**config.mk**
```make
export PLATFORM = sky130hd
export DESIGN_NAME = osc_freq_counter
export DESIGN_NICKNAME = d
export VERILOG_FILES = /design/src/rtl/osc_freq_counter.sv
export SDC_FILE = /design/constraint.sdc
export NUM_CORES = 1
export LEC_CHECK = 0
export BUFFER_PORTS_ARGS = -buffer_cell sky130_fd_sc_hd__buf_2
export CAP_MARGIN = 20
export CORE_MARGIN = 8
export CORE_UTILIZATION = 35
export CTS_CLUSTER_DIAMETER = 200
export DETAILED_ROUTE_END_ITERATION = 10
export PLACE_DENSITY = 0.61
export SYNTH_ARGS = -nofsm -noshare
export SYNTH_HDL_FRONTEND = slang
export SYNTH_SLANG_ARGS = --single-unit
```
**constraint.sdc**
```tcl
create_clock -name wb_clk_i -period 6.6 [get_ports wb_clk_i]
set_input_delay 1.32 -clock wb_clk_i [delete_from_list [all_inputs] [get_ports wb_clk_i]]
set_output_delay 1.32 -clock wb_clk_i [all_outputs]
set_load 0.02 [all_outputs]
```
**src/rtl/osc_freq_counter.sv**
```systemverilog
// Wishbone-slave ring-oscillator frequency counter: counts synchronised osc_in rising edges
// over a GATE-cycle window. Define FREQ_CNT_IRQ_EN to enable the level interrupt.
module osc_freq_counter #(
    parameter logic [31:0] BASE_ADDR = 32'h3000_0000,
    parameter int unsigned CNT_W     = 24,
    parameter int unsigned GATE_W    = 24
) (
    input  logic        wb_clk_i,
    input  logic        wb_rst_ni,
    input  logic        wbs_stb_i,
    input  logic        wbs_cyc_i,
    input  logic        wbs_we_i,
    input  logic [3:0]  wbs_sel_i,
    input  logic [31:0] wbs_adr_i,
    input  logic [31:0] wbs_dat_i,
    output logic        wbs_ack_o,
    output logic [31:0] wbs_dat_o,
    input  logic        osc_in,
    output logic        osc_en,
    output logic        irq
);

    typedef enum logic [0:0] {StIdle, StMeas} state_e;

    localparam logic [GATE_W-1:0] GateRst = GATE_W'(1000);
    localparam logic [CNT_W-1:0]  CntMax  = '1;

    state_e            state_q, state_d;
    logic              ack_q, ack_d;
    logic [31:0]       dat_q, dat_d, rdata, gate_wide;
    logic              osc_en_q, osc_en_d, cont_q, cont_d, irq_en_q, irq_en_d;
    logic [GATE_W-1:0] gate_q, gate_d, remain_q, remain_d;
    logic [CNT_W-1:0]  count_q, count_d, edge_q, edge_d, edge_sum;
    logic              done_q, done_d, ovf_q, ovf_d, err_q, err_d;
    logic              done_set, ovf_set, err_set;
    logic              s1_q, s2_q, s3_q, rise;
    logic              req, hit, wr, wr_ctrl, wr_gate, wr_stat, start, busy;
    logic              unused_adr;

    assign unused_adr = ^wbs_adr_i[1:0];

    assign req     = wbs_stb_i & wbs_cyc_i & ~ack_q;
    assign hit     = (wbs_adr_i[31:4] == BASE_ADDR[31:4]);
    assign wr      = req & wbs_we_i & hit;
    assign wr_ctrl = wr & (wbs_adr_i[3:2] == 2'd0) & wbs_sel_i[0];
    assign wr_gate = wr & (wbs_adr_i[3:2] == 2'd1);
    assign wr_stat = wr & (wbs_adr_i[3:2] == 2'd3) & wbs_sel_i[0];
    assign start   = wr_ctrl & wbs_dat_i[0];
    assign busy    = (state_q == StMeas);
    assign rise    = s2_q & ~s3_q;

    assign wbs_ack_o = ack_q;
    assign wbs_dat_o = dat_q;
    assign osc_en    = osc_en_q;

    always_comb begin
        gate_wide = 32'(gate_q);
        for (int b = 0; b < 4; b++) begin
            if (wbs_sel_i[b]) gate_wide[8*b +: 8] = wbs_dat_i[8*b +: 8];
        end
    end

    always_comb begin
        rdata = '0;
        case (wbs_adr_i[3:2])
            2'd0:    rdata = {28'd0, irq_en_q, cont_q, osc_en_q, 1'b0};
            2'd1:    rdata = 32'(gate_q);
            2'd2:    rdata = 32'(count_q);
            default: rdata = {28'd0, err_q, ovf_q, done_q, busy};
        endcase
        if (!hit) rdata = '0;
        ack_d = req;
        dat_d = (req && !wbs_we_i) ? rdata : '0;
    end

    // Measurement FSM; saturating edge count, reload without a dead cycle in CONT mode.
    always_comb begin
        state_d  = state_q;
        remain_d = remain_q;
        edge_d   = edge_q;
        count_d  = count_q;
        done_set = 1'b0;
        ovf_set  = 1'b0;
        err_set  = 1'b0;
        edge_sum = edge_q + CNT_W'(rise);
        if (rise && edge_q == CntMax) edge_sum = CntMax;
        case (state_q)
            StIdle: begin
                if (start) begin
                    if (gate_q != '0) begin
                        remain_d = gate_q;
                        edge_d   = '0;
                        state_d  = StMeas;
                    end else begin
                        err_set = 1'b1;
                    end
                end
            end
            StMeas: begin
                if (rise && edge_q == CntMax) ovf_set = 1'b1;
                if (remain_q == GATE_W'(1)) begin
                    count_d  = edge_sum;
                    done_set = 1'b1;
                    if (cont_q && gate_q != '0) begin
                        remain_d = gate_q;
                        edge_d   = '0;
                    end else begin
                        // A zero GATE picked up at a continuous reload is an error.
                        err_set = cont_q;
                        state_d = StIdle;
                    end
                end else begin
                    remain_d = remain_q - GATE_W'(1);
                    edge_d   = edge_sum;
                end
            end
            default: state_d = StIdle;
        endcase
    end

    always_comb begin
        osc_en_d = wr_ctrl ? wbs_dat_i[1] : osc_en_q;
        cont_d   = wr_ctrl ? wbs_dat_i[2] : cont_q;
`ifdef FREQ_CNT_IRQ_EN
        irq_en_d = wr_ctrl ? wbs_dat_i[3] : irq_en_q;
`else
        irq_en_d = 1'b0;
`endif
        gate_d = wr_gate ? GATE_W'(gate_wide) : gate_q;
        done_d = (done_q & ~(wr_stat & wbs_dat_i[1])) | done_set;
        ovf_d  = (ovf_q & ~(wr_stat & wbs_dat_i[2])) | ovf_set;
        err_d  = (err_q & ~(wr_stat & wbs_dat_i[3])) | err_set;
    end

    always_ff @(posedge wb_clk_i or negedge wb_rst_ni) begin
        if (!wb_rst_ni) begin
            state_q  <= StIdle;
            ack_q    <= 1'b0;
            dat_q    <= '0;
            osc_en_q <= 1'b0;
            cont_q   <= 1'b0;
            irq_en_q <= 1'b0;
            gate_q   <= GateRst;
            remain_q <= '0;
            count_q  <= '0;
            edge_q   <= '0;
            done_q   <= 1'b0;
            ovf_q    <= 1'b0;
            err_q    <= 1'b0;
            s1_q     <= 1'b0;
            s2_q     <= 1'b0;
            s3_q     <= 1'b0;
        end else begin
            state_q  <= state_d;
            ack_q    <= ack_d;
            dat_q    <= dat_d;
            osc_en_q <= osc_en_d;
            cont_q   <= cont_d;
            irq_en_q <= irq_en_d;
            gate_q   <= gate_d;
            remain_q <= remain_d;
            count_q  <= count_d;
            edge_q   <= edge_d;
            done_q   <= done_d;
            ovf_q    <= ovf_d;
            err_q    <= err_d;
            s1_q     <= osc_in;
            s2_q     <= s1_q;
            s3_q     <= s2_q;
        end
    end

`ifdef FREQ_CNT_IRQ_EN
    logic irq_q;
    always_ff @(posedge wb_clk_i or negedge wb_rst_ni) begin
        if (!wb_rst_ni) irq_q <= 1'b0;
        else            irq_q <= done_q & irq_en_q;
    end
    assign irq = irq_q;
`else
    assign irq = 1'b0;
`endif

endmodule

```
After elaboration in Yosys (flattened, before gate mapping)
Cells that the tools add are included.
Word-level totals
  bits in latches: 0
  bits of input ports: 74
  memories: 0
  bits in writable memories: 0
  output and inout bits: 35
  logic and storage cells: 93
  bits in registers: 138
  memory bits (read-only): 0
Operators by class
  reductions and logical operators: 11
  add/subtract/negate cells: 2
  equal/unequal tests: 9
  muxes and demuxes: 28
  shift operators: 0
  divide/modulo/power cells: 0
  magnitude comparators: 0
  bitwise operators: 26
  multiply operators: 0
Operator list (number)
  $mux 24: 9
  $pmux 24 s2: 2
  $pmux 24 s3: 1
  $mux 32: 2
  $eq 28x26->1 const B: 1
  $add 24x1->24: 1
  $eq 24x1->1 const B: 1
  $eq 24x24->1 const B: 1
  $reduce_bool 24->1: 1
  $sub 24x1->24 const B: 1
  $and 1x1->1: 17
  $mux 1: 12
  $reduce_and 2->1: 4
  $not 1->1: 6
  $eq 2x2->1 const B: 2
  $ne 2x2->1 const B: 2
  $pmux 1 s2: 2
  $logic_and 1x1->1: 3
  $ne 3x2->1 const B: 1
  $or 1x1->1: 3
  $reduce_and 3->1: 1
  $eq 2x1->1 const B: 1
  $logic_not 2->1: 1
  $logic_not 1->1: 1

Logic depth before layout (Yosys ltp)
Gate-level depths: netlist of the first run.
  word-level depth: 10
  gate-level depth with buffers: 9
  gate-level depth less buffers: 9

Worst setup path after synthesis of the first run
Ideal clock, no wire load.
  kind: input to register
  start point: in wbs_adr_i[3]
  end point: reg remain_q[10]
  data arrival time: 3.192 ns
  library setup time: 0.121 ns
  buffers on the path: 3
  stages: 9
  slack: 3.287 ns
  cells stage by stage: clkbuf_1 > or4_1 > or4_1 > o211a_1 > buf_4 > inv_2 > buf_6 > nand2_1 > a22o_1
On the way
  word-level cells in the longest chain between the ends: 6
Ends and longest elaborated chain
  start, declared: line 14  | input logic [31:0] wbs_adr_i,
  $logic_not 2->1: line 45  | assign wr_ctrl = wr & (wbs_adr_i[3:2] == 2'd0) & wbs_sel_i[0];
  $and 1x1->1 (2 in a row): line 45
  $and 1x1->1: line 48  | assign start = wr_ctrl & wbs_dat_i[0];
  $ne 2x2->1 (no source line)
  $reduce_and 3->1 (no source line)
  end signal, assigned: line 161  | remain_q <= remain_d;
  end, declared: line 32  | logic [GATE_W-1:0] gate_q, gate_d, remain_q, remain_d;
No other way between the ends.
A chain may end at the register's enable or synchronous reset.

Worst setup path in the final report of the first run
  start point: reg remain_q[10]
  end point: reg remain_q[11]
On the way
  word-level cells in the longest chain between the ends: 3
Ends and longest elaborated chain (line)
  $sub 24x1->24 / $eq 24x1->1 (equally long branches): 113, 101
  $mux 24 / $ne 3x2->1 (equally long branches)
  $pmux 24 s2 / $reduce_and 3->1 (equally long branches)
Parallel ways exist; a longest one is shown, timed or not.

==> summary.md, run 1 <==
| Metric | Value |
|---|---|
| DR pass1 iterations | 5 |
| Worst Path Buf+Inv | 2 |
| Max Cap Viol | 0 |
| CP startpoint kind | flop |
| Worst min path class | flop to flop |
| Initial Util | 35.2% |
| Number of buffers added for setup after CTS | 0 |
| Clock sinks | 130 |
| Congestion Overflow GR | 0 |
| VDD IR max | 0.129 mV |
| Design Area, Final | ~7700 um^2 |
| Top cells by area, synth | dfrtp_1 48%, o21ai_0 5.7%, nor2_1 5.5%, a21oi_1 4.3%, mux2_2 4.1% |
| Max clock buf depth | 2 |
| Yosys reg bits | 130 |
| Post-layout min period | between 3 and 4 ns |
| Sequential element share of the synthesized area | approximately half |
| DP Wirelength | between 10000 and 15000 um |
| Critical path class | flop to flop |
| Final #Nets | 848 |
| # rows | 50 |
| Fin. max-slew vios | 0 |
| Dpl ws | around 2.3 ns |
| # IOs | ~110 |
| Routability cong. | 0.815 |
| Synth Area in Simple Gates | 17.5% |
| N_diodes | 0 |
| Unrepaired setup endpoints after global routing | false |
| Required @ worst endpoint | ~6.9 ns |
| Fin Setup TNS | 0 ns |
| H-tree depth | 4 |
| Die X | roughly 150 um |
| Largest net degree at the start of global routing | 68 |
| CTS buffer count | 17 |
| Unique masters post-synth | 58 |
| Post-synth EDFFs | 0 |
| Setup violators final | 0 |
| Iteration-0 DRC Markers | ~420 |
| Die area | between 20000 and 25000 um^2 |
| Final WS setup | between 2 and 3 ns |
| F_max | ~250 MHz |
| CORE AREA | 18500 um^2 |
| DR WL/cell | ~17 um |
| DP Area | slightly above 7000 um^2 |
| Largest family of logic cells by synthesized area | compound AO/OA/AOI/OAI gates |
| Net Sw Power | 481 uW |
| Initial antenna violation count | 0 |
| CTS clock-pin slew for the worst setup and hold paths | about 0.06 ns |
| Power Internal | 1450 uW |
| Vias/cell | about 5.3 |
| Crit path DAT | about 4.3 ns |
| IO Port Bufs | slightly below 90 |
| Clock share of power | 48.5% |
| Post-synth ARST share | between 90% and 100% |
| Pleak | approximately 0.0034 uW |
| CP top delay family | compound AO/OA/AOI/OAI gates |
| Critical path, cell by cell | or4_4 -> nor4_4 -> a41o_2 -> buf_12 -> o211a_1 -> inv_2 -> o21a_1 -> o22a_1 |
| Fin. Hold Viols | 0 |
| Share of cells above drive strength 1 | between 20 and 25% |
| Syn Area/Cell | ~9.4 um^2 |
| Post-synthesis compound-gate area fraction | between 10% and 20% |
| Power Total | 1930 uW |
| Via count | between 5000 and 6000 |
| CP max-delay cell | o211a_1 |
| Yosys warns | 0 |
| Crit. End Element | flop |
| Synth top area share | roughly 48% |
| Number of hold buffers added after CTS | 0 |
| Critical path fanouts, max | 45 |
| Number of cells upsized or downsized after cts | 0 |
| GRT Total Usage | between 10% and 20% |
| Total wire length | ~18000 um |
| PD cells | around 250 nW/um^2 |
| Routed Antenna Nets | 0 |
| Hold WS | roughly 0.35 ns |
| Post-synthesis instance area | between 6000 and 7000 um^2 |
| XOR/XNOR Fraction of Synth Area | 2.95% |
| First-pass GRT wire length | 29000 um |
| Mux cell area share after synthesis | 4.83% |
| # DRC | 0 |
| Clock Latency Late Sink | 0.43 ns |
| Logic gate share of total power | 6.7% |
| Cell taking the most area after synthesis | dfrtp_1 |
| Share of power burned in registers | 44.8% |
| CTS tree | done |
| Area Growth Syn to Fin | 18.3% |
| Clk root buf | clkbuf_16 |
| Tcrit/Tclk final | about three fifths |
| Number of global-route vias before repair | between 5000 and 6000 |
| CP peak stage delay | around 0.75 ns |
| Prevailing post-synth register cell | dfrtp_1 |
| Post-Synth Adder-Cell Area | less than 1% |
| Relative slew slack | about a third |
| Status | completed |
| Clock skew | between 0.006 and 0.007 ns |
| Switching Share | 24.9% |
| Post-Synthesis Cells | 693 |
| Die Height | approximately 150 um |
| Slew @ Worst Pin | between 0.9 and 1 ns |
-- worst register-to-register path: stages (launching register included) --
cell,delay (ns)
dfrtp_1,0.42
or4_4,0.58
nor4_4,0.47
a41o_2,0.56
buf_12,0.28
o211a_1,0.76
inv_2,0.40
o21a_1,0.21
o22a_1,0.16
-- routing by layer --
metal	global-route usage [%]	wire, um	part of all wire [%]	vias up
met3	3.40	749	4.3	23
met4	5.70	267	1.5	0
li1	-	-	-	2604
met1	18.6	7560	43	2663
met2	26.7	8960	51	126
met5	0	0	0	-
-- power groups by stage --
stage	registers [uW]	logic (uW)	clock network [uW]
detailed placement	879	132	0
CTS	865	132	953
floorplan	857	101	0
global placement	878	131	0
finish	866	129	936
global route	870	150	990
-- final cells by class --
class	count	area [um^2]
sequential	130	3260
timing repair buffer	98	554
clock inverter	13	136
multi-input combinational	497	2930
fill	1835	10800
clock buffer	19	453
tap	234	293
inverter	26	97.6
-- state kept, by name, indices dropped and copies added (netlist names), 24 cells and up --
signal	flops
count_q	24
edge_q	24
gate_q	24
remain_q	24
wbs_dat_o	24
-- Yosys cell counts, types with 2 or more instances --
library cell and n:
nor4_1 16, xnor2_1 18, buf_2 11, nand3_1 17, buf_4 17, clkbuf_1 17, nor2_1 95, a22o_1 2
dfrtp_1 124, o32ai_1 2, o21ai_0 74, mux4_2 2, or2_2 3, nand2_1 40, dfstp_2 6, nand2b_1 2
nand4_1 10, o22ai_1 2, ha_1 4, and4_1 5, a31oi_1 13, and3_1 9, a211oi_1 2, nor2b_1 5
and2_1 5, or4_1 4, a22oi_1 23, mux2_2 24, buf_6 2, xor2_1 4, o21ai_1 6, or3_1 4
nor3_1 14, o22a_1 3, inv_1 25, o2bb2ai_1 4, a21oi_1 56, o31a_1 3
-- final timing paths --
path / start / end / slack [ns] / cells past startpoint
max: remain_q[10]$_DFFE_PN0P_ / remain_q[11]$_DFFE_PN0P_ / 2.64 / 8
min: s1_q$_DFF_PN0_ / s2_q$_DFF_PN0_ / 0.35 / 0
max reg2reg: remain_q[10]$_DFFE_PN0P_ / remain_q[11]$_DFFE_PN0P_ / 2.64 / 8
min reg2reg: s1_q$_DFF_PN0_ / s2_q$_DFF_PN0_ / 0.35 / 0
max in group asynchronous: wb_rst_ni / wbs_dat_o[16]$_DFF_PN0_ / 4.46 / 2
min in group asynchronous: wb_rst_ni / wbs_ack_o$_DFF_PN0_ / 0.88 / 1
-- kinds of logic after synthesis --
logic type	count (synthesis)
DFF	130
other	1
and+or+nand+nor	235
xor gates and xnor gates	22
AOI/OAI and AO/OA	201
adders and majority gates	4
buffers and inverters	74
muxes	26
-- through the flow --
step | cells | util [%]
floorplan | 701 | -
global placement | 983 | 38.3
detailed placement | 983 | 38.3
CTS | 1015 | 41.4
global route | 1017 | 41.7
finish | 1017 | 41.7
-- cells in the final DEF (no fill, tap or decap), types with 18 or more instances in the layout --
cell / instances
a21oi_1: 56
a22oi_1: 23
buf_2: 87
dfrtp_1: 124
inv_1: 25
mux2_2: 24
nand2_1: 40
nor2_1: 95
o21ai_0: 74
xnor2_1: 18
Note: power is estimated with default switching activity, not from simulation.
==> inputs of run 2 (changes only) <==
--- a/config.mk
+++ b/config.mk
@@ -5,6 +5,7 @@
 export SDC_FILE = /design/constraint.sdc
 export NUM_CORES = 1
 export LEC_CHECK = 0
+export ABC_AREA = 1
 export BUFFER_PORTS_ARGS = -buffer_cell sky130_fd_sc_hd__buf_2
 export CAP_MARGIN = 20
 export CORE_MARGIN = 8
==> constraint.sdc (replaced) <==
create_clock -name wb_clk_i -period 3.7 [get_ports wb_clk_i]
set_input_delay 0.74 -clock wb_clk_i [delete_from_list [all_inputs] [get_ports wb_clk_i]]
set_output_delay 0.74 -clock wb_clk_i [all_outputs]
set_load 0.02 [all_outputs]
==> summary.md, run 2 <==
| Metric | Value |
|---|---|
| Fin. Hold Viols | 0 |
| # DRC | 0 |
| Congestion Overflow GR | 0 |
| Max Cap Viol | 0 |
| F_max | between 300 and 400 MHz |
| Count leader, synth | nand2_1 |
| Critical path fanouts, max | 49 |
| Initial antenna violation count | 0 |
| Syn Area/Cell | about 7.3 um^2 |
| Unrepaired setup endpoints after global routing | false |
| VDD IR max | roughly 0.25 mV |
| DR WL/cell | ~14 um |
| Number of hold buffers added after CTS | 0 |
| Logic gate share of total power | roughly 4.3% |
| Synth top area share | 44.7% |
| # rows | between 50 and 60 |
| Yosys reg bits | 130 |
| Routability cong. | a little under 0.9 |
| Post-layout min period | ~2.7 ns |
| Clock sinks | 130 |
| Vias/cell | about 4.8 |
| Post-synth EDFFs | 0 |
| CTS buffer count | 17 |
| Number of global-route vias before repair | just over 6000 |
| Die area | approximately 25000 um^2 |
| Post-synth ARST share | between 90% and 100% |
| DP Wirelength | roughly 13000 um |
| DR pass1 iterations | 5 |
| Max clock buf depth | 2 |
| First-pass GRT wire length | around 31000 um |
| Share of cells above drive strength 1 | 14.9% |
| Required @ worst endpoint | ~4.1 ns |
| Reg2Reg Depth | 9 |
| CORE AREA | between 15000 and 20000 um^2 |
| N_diodes | 0 |
| Cell taking the most area after synthesis | dfrtp_1 |
| Flop2flop setup slack | between 1 and 1.5 ns |
| Dpl ws | between 0.9 and 1 ns |
| Dpl cells | approximately 1300 |
| R2R Path Start | remain_q[8]$_DFFE_PN0P_ |
| Power Internal | roughly 2600 uW |
| Setup violators final | 0 |
| Via count | approximately 6200 |
| Prevailing post-synth register cell | dfrtp_1 |
| Crit. End Element | flop |
| Crit path DAT | ~3 ns |
| Relative slew slack | 46.7% |
| Pleak | around 0.0044 uW |
| Final WS setup | slightly above 1 ns |
| Yosys warns | 0 |
| Post-Synthesis Cells | between 900 and 1000 |
| Initial Util | a little over a third |
| Critical R2R Capture | remain_q[20]$_DFFE_PN0P_ |
| IO Port Bufs | 88 |
| Die X | approximately 160 um |
| Final #Nets | about 1100 |
| Worst min path class | primary input to async pin |
| Iteration-0 DRC Markers | about 500 |
| Clock Latency Late Sink | 0.43 ns |
| Commonest cells post-synth | 401 x nand2_1, 124 x dfrtp_1, 106 x nor2_1 |
| # IOs | 109 |
| Power Total | ~3400 uW |
| Number of cells upsized or downsized after cts | 0 |
| Fin. max-slew vios | 0 |
| Tcrit/Tclk final | around 73% |
| Most common cell after layout, fill and taps aside | nand2_1 |
| Die Height | approximately 160 um |
| Share of power burned in registers | 42.5% |
| Sequential element share of the synthesized area | a little under half |
| Status | completed |
| Clock share of power | 53.2% |
| H-tree depth | 4 |
| Routed Antenna Nets | 0 |
| Net Sw Power | around 800 uW |
| Commonest non-fill, non-tap cells in the layout | 401 x nand2_1, 124 x dfrtp_1, 106 x nor2_1, 87 x buf_2, 78 x nand3_1 |
| CTS tree | done |
| Total wire length | roughly 19000 um |
| Clock skew | ~0.010 ns |
| GRT Total Usage | approximately 16% |
| Largest net degree at the start of global routing | 81 |
| PD cells | 408 nW/um^2 |
| Number of buffers added for setup after CTS | 0 |
| Finished Layout Cells | between 1000 and 1500 |
| Area Growth Syn to Fin | 18.4% |
| Clk root buf | clkbuf_16 |
| Fin Setup TNS | 0 ns |
| Switching Share | a little under a quarter |
| Critical path class | flop to flop |
| Top cells by area, synth | dfrtp_1 45%, nand2_1 22%, nor2_1 5.7%, nand3_1 5.6%, inv_1 2.3% |
| Slew @ Worst Pin | 0.799 ns |
| Unique masters post-synth | 36 |
| Post-synthesis instance area | around 6900 um^2 |
| CP startpoint kind | flop |
| CTS clock-pin slew for the worst setup and hold paths | approximately 0.070 ns |
==> run 2: layer usage <==
metal	GRT usage, %	vias up	wire length (um)
met5	0	-	0
met4	5.49	0	294
met3	3.78	29	650
met2	27.7	104	9720
met1	19.8	2926	8220
li1	-	3163	-
==> run 2: cell type report <==
| class | instances | area [um^2] |
|---|---|---|
| clock buffers | 18 | 429 |
| clock inverters | 14 | 193 |
| fillers | 1995 | 11200 |
| inverters | 46 | 173 |
| multi-input cells | 737 | 3300 |
| flip-flops and latches | 130 | 3260 |
| well taps | 265 | 332 |
| repair buffers | 97 | 527 |
==> run 2: kinds of logic after synthesis <==
group                    Yosys count  synth area share (%)
flip-flops                       130                  47.0
buffers and inverters             88                  5.88
AO/OA/AOI/OAI                     63                  5.10
XOR/XNOR                          25                  3.16
AND/OR/NAND/NOR                  636                  38.1
adder cells (fa/ha/maj)            4                 0.721
other                              1                0.0540
==> run 2: per-stage QoR <==
stage	utilization [%]	cell area (um^2)	hold slack (ns)
finish	42.2	8210	0.345
global route	42.2	8210	0.360
CTS	42.2	8210	0.350
detailed placement	39.0	7590	0.336
global placement	39.0	7590	0.333
floorplan	-	6970	0.331
==> run 2: worst max path at each step <==
stage	from	end	slack, ns	depth (start not counted)
floorplan	wbs_adr_i[27]	remain_q[18]$_DFFE_PN0P_	1.67	12
global placement	wbs_adr_i[15]	gate_q[15]$_DFFE_PN0P_	0.98	12
detailed placement	wbs_adr_i[27]	gate_q[12]$_DFFE_PN0P_	0.97	12
CTS	remain_q[8]$_DFFE_PN0P_	remain_q[20]$_DFFE_PN0P_	0.99	9
global route	remain_q[19]$_DFFE_PN0P_	remain_q[1]$_DFFE_PN0P_	0.76	9
finish	remain_q[8]$_DFFE_PN0P_	remain_q[20]$_DFFE_PN0P_	1.02	9
==> run 2: power groups by stage <==
| stage | registers [uW] | clock network, uW | logic, uW |
|---|---|---|---|
| finish | 1420 | 1780 | 145 |
| detailed placement | 1450 | 0 | 147 |
| global placement | 1450 | 0 | 147 |
| CTS | 1420 | 1830 | 148 |
| global route | 1420 | 1890 | 165 |
| floorplan | 1450 | 0 | 71.0 |
==> run 2: critical path, stage by stage (launching register included) <==
cell and delay (ns):
dfrtp_1 0.43, nor2_1 0.16, nand2_1 0.13, nor2_2 0.22
nand3_2 0.16, nor2_4 0.45, nand2_4 0.30, nand2_4 0.54
nand2_1 0.12, nand2_1 0.09
==> inputs of run 3 (changes only) <==
--- a/config.mk
+++ b/config.mk
@@ -12,7 +12,7 @@
 export CORE_UTILIZATION = 35
 export CTS_CLUSTER_DIAMETER = 200
 export DETAILED_ROUTE_END_ITERATION = 10
-export PLACE_DENSITY = 0.61
+export PLACE_DENSITY = 0.63
 export SYNTH_ARGS = -nofsm -noshare
 export SYNTH_HDL_FRONTEND = slang
 export SYNTH_SLANG_ARGS = --single-unit
==> constraint.sdc (replaced) <==
create_clock -name wb_clk_i -period 2.15 [get_ports wb_clk_i]
set_input_delay 0.43 -clock wb_clk_i [delete_from_list [all_inputs] [get_ports wb_clk_i]]
set_output_delay 0.43 -clock wb_clk_i [all_outputs]
set_load 0.02 [all_outputs]
==> summary.md, run 3 (synthesized netlist as in run 2, its figures left out) <==
| Metric | Value |
|---|---|
| Status | completed |
| Power Internal | between 4000 and 5000 uW |
| # DRC | 0 |
| Initial antenna violation count | 1 |
| CP startpoint kind | flop |
| PD cells | 677 nW/um^2 |
| Routability cong. | around 0.89 |
| Final #Nets | about 1100 |
| DR WL/cell | around 14 um |
| Clock sinks | between 100 and 150 |
| Number of global-route vias before repair | 6300 |
| DP Wirelength | between 10000 and 15000 um |
| Relative slew slack | about 63% |
| VDD IR max | 0.399 mV |
| Max clock buf depth | 2 |
| Max Cap Viol | 0 |
| Most common cell after layout, fill and taps aside | nand2_1 |
| Total wire length | 19000 um |
| Clock Latency Late Sink | between 0.4 and 0.5 ns |
| First-pass GRT wire length | roughly 32000 um |
| Area Growth Syn to Fin | 21.5% |
| Final core area utilization | between 40% and 50% |
| Tcrit/Tclk final | 95.1% |
| Logic gate share of total power | 4.7% |
| Slew @ Worst Pin | 0.556 ns |
| CP top delay family | simple AND/OR/NAND/NOR gates |
| Final WS setup | 0.106 ns |
| # rows | 51 |
| Worst Path Buf+Inv | 2 |
| Post-layout min period | between 2 and 2.5 ns |
| Net Sw Power | 1390 uW |
| H-tree depth | 4 |
| CP peak stage delay | roughly 0.34 ns |
| Dpl ws | 0.0442 ns |
| Critical path class | flop to flop |
| CTS clock-pin slew for the worst setup and hold paths | approximately 0.06 ns |
| Die X | between 150 and 200 um |
| CORE AREA | roughly 19000 um^2 |
| Required @ worst endpoint | 2.47 ns |
| Commonest non-fill, non-tap cells in the layout | 400 x nand2_1, 124 x dfrtp_1, 105 x nor2_1, 87 x buf_2, 78 x nand3_1 |
| Fin. Hold Viols | 0 |
| Clock skew | between 0.009 and 0.01 ns |
| Setup violators final | 0 |
| Fin. max-slew vios | 0 |
| IO Port Bufs | slightly below 90 |
| Die area | roughly 25000 um^2 |
| CTS tree | done |
| Vias/cell | approximately 4.8 |
| Critical path fanouts, max | 3 |
| Initial Util | a little over a third |
| DR pass1 iterations | 5 |
| Worst min path class | primary input to flop |
| # IOs | between 100 and 150 |
| Share of power burned in registers | 42.9% |
| Crit. End Element | flop |
| CTS buffer count | 17 |
| Routed Antenna Nets | 0 |
| Die Height | 157 um |
| Iteration-0 DRC Markers | between 400 and 500 |
| Clk root buf | clkbuf_16 |
| CP max-delay cell | dfrtp_1 |
| Congestion Overflow GR | 0 |
| Share of cells above drive strength 1 | between 15 and 20% |
| Switching Share | around a quarter |
| F_max | between 400 and 500 MHz |
| Pleak | ~0.0045 uW |
| Crit path DAT | about 2.4 ns |
| Via count | roughly 6400 |
| GRT Total Usage | 16.5% |
| Clock share of power | between 50 and 60% |
| Critical path, cell by cell | inv_1 -> nor2_1 -> ha_2 -> ha_1 -> nand2_2 -> inv_1 -> nand3_1 -> nor3_1 -> or2_2 -> nand3_1 -> nand2_1 -> nand2_1 |
| Largest net degree at the start of global routing | 46 |
==> run 3: power groups by stage <==
| stage | clock, uW | sequential (uW) | combinational [uW] |
|---|---|---|---|
| after floorplan | 0 | 2500 | 122 |
| after CTS | 3040 | 2450 | 271 |
| after global routing | 3160 | 2450 | 304 |
| after global placement | 0 | 2500 | 267 |
| after detailed placement | 0 | 2500 | 269 |
| final | 2990 | 2450 | 268 |
==> run 3: worst register-to-register path: stages (launching register included) <==
cell and delay [ns]:
dfrtp_1 0.34, inv_1 0.04, nor2_1 0.13, ha_2 0.23
ha_1 0.20, nand2_2 0.11, inv_1 0.07, nand3_1 0.14
nor3_1 0.26, or2_2 0.15, nand3_1 0.13, nand2_1 0.10
nand2_1 0.05
==> run 3: layout make-up <==
type | count | area (um^2)
diodes | 1 | 2.50
clock buffers | 18 | 439
clock inverters | 14 | 164
fillers | 2022 | 11000
inverters | 46 | 173
multi-input cells | 737 | 3310
flip-flops and latches | 130 | 3260
well taps | 265 | 332
repair buffers | 119 | 748
==> run 3: path summary, 6_finish.rpt <==
check	cells after the start	to	slack [ns]	start
worst max register to register	12	count_q[22]$_DFFE_PN0P_	0.11	s2_q$_DFF_PN0_
worst min register to register	0	s2_q$_DFF_PN0_	0.35	s1_q$_DFF_PN0_
worst min-delay path	1	s1_q$_DFF_PN0_	0.10	osc_in
min in group asynchronous	2	remain_q[4]$_DFFE_PN0P_	0.51	wb_rst_ni
max in group asynchronous	3	gate_q[7]$_DFFE_PN1P_	1.01	wb_rst_ni
worst max-delay path	12	count_q[22]$_DFFE_PN0P_	0.11	s2_q$_DFF_PN0_
==> run 3: per-layer routing <==
layer | wire length, um | track usage [%]
met5 | 0 | 0
met1 | 8100 | 19.9
met4 | 335 | 5.35
met3 | 836 | 3.83
met2 | 9780 | 28.4
==> run 3: per-stage QoR <==
step                      total power, uW  hold slack, ns  cell area [um^2]  TNS [ns]  cells
final                                5710           0.104              8430         0   1330
after global placement               2760           0.335              7800         0   1296
after CTS                            5770          0.0819              8410         0   1329
after detailed placement             2770           0.338              7800         0   1296
after global routing                 5910          0.0878              8430   -0.0173   1330
after floorplan                      2620           0.134              6970         0    955
==> run 3: repair_timing <==
item | in CTS | in global routing
endpoints found under the hold margin | 39 | 0
endpoints found under the setup margin | 0 | 8
hold buffers | 1 | 0
buffers inserted | 0 | 0
resized for setup | 0 | 5
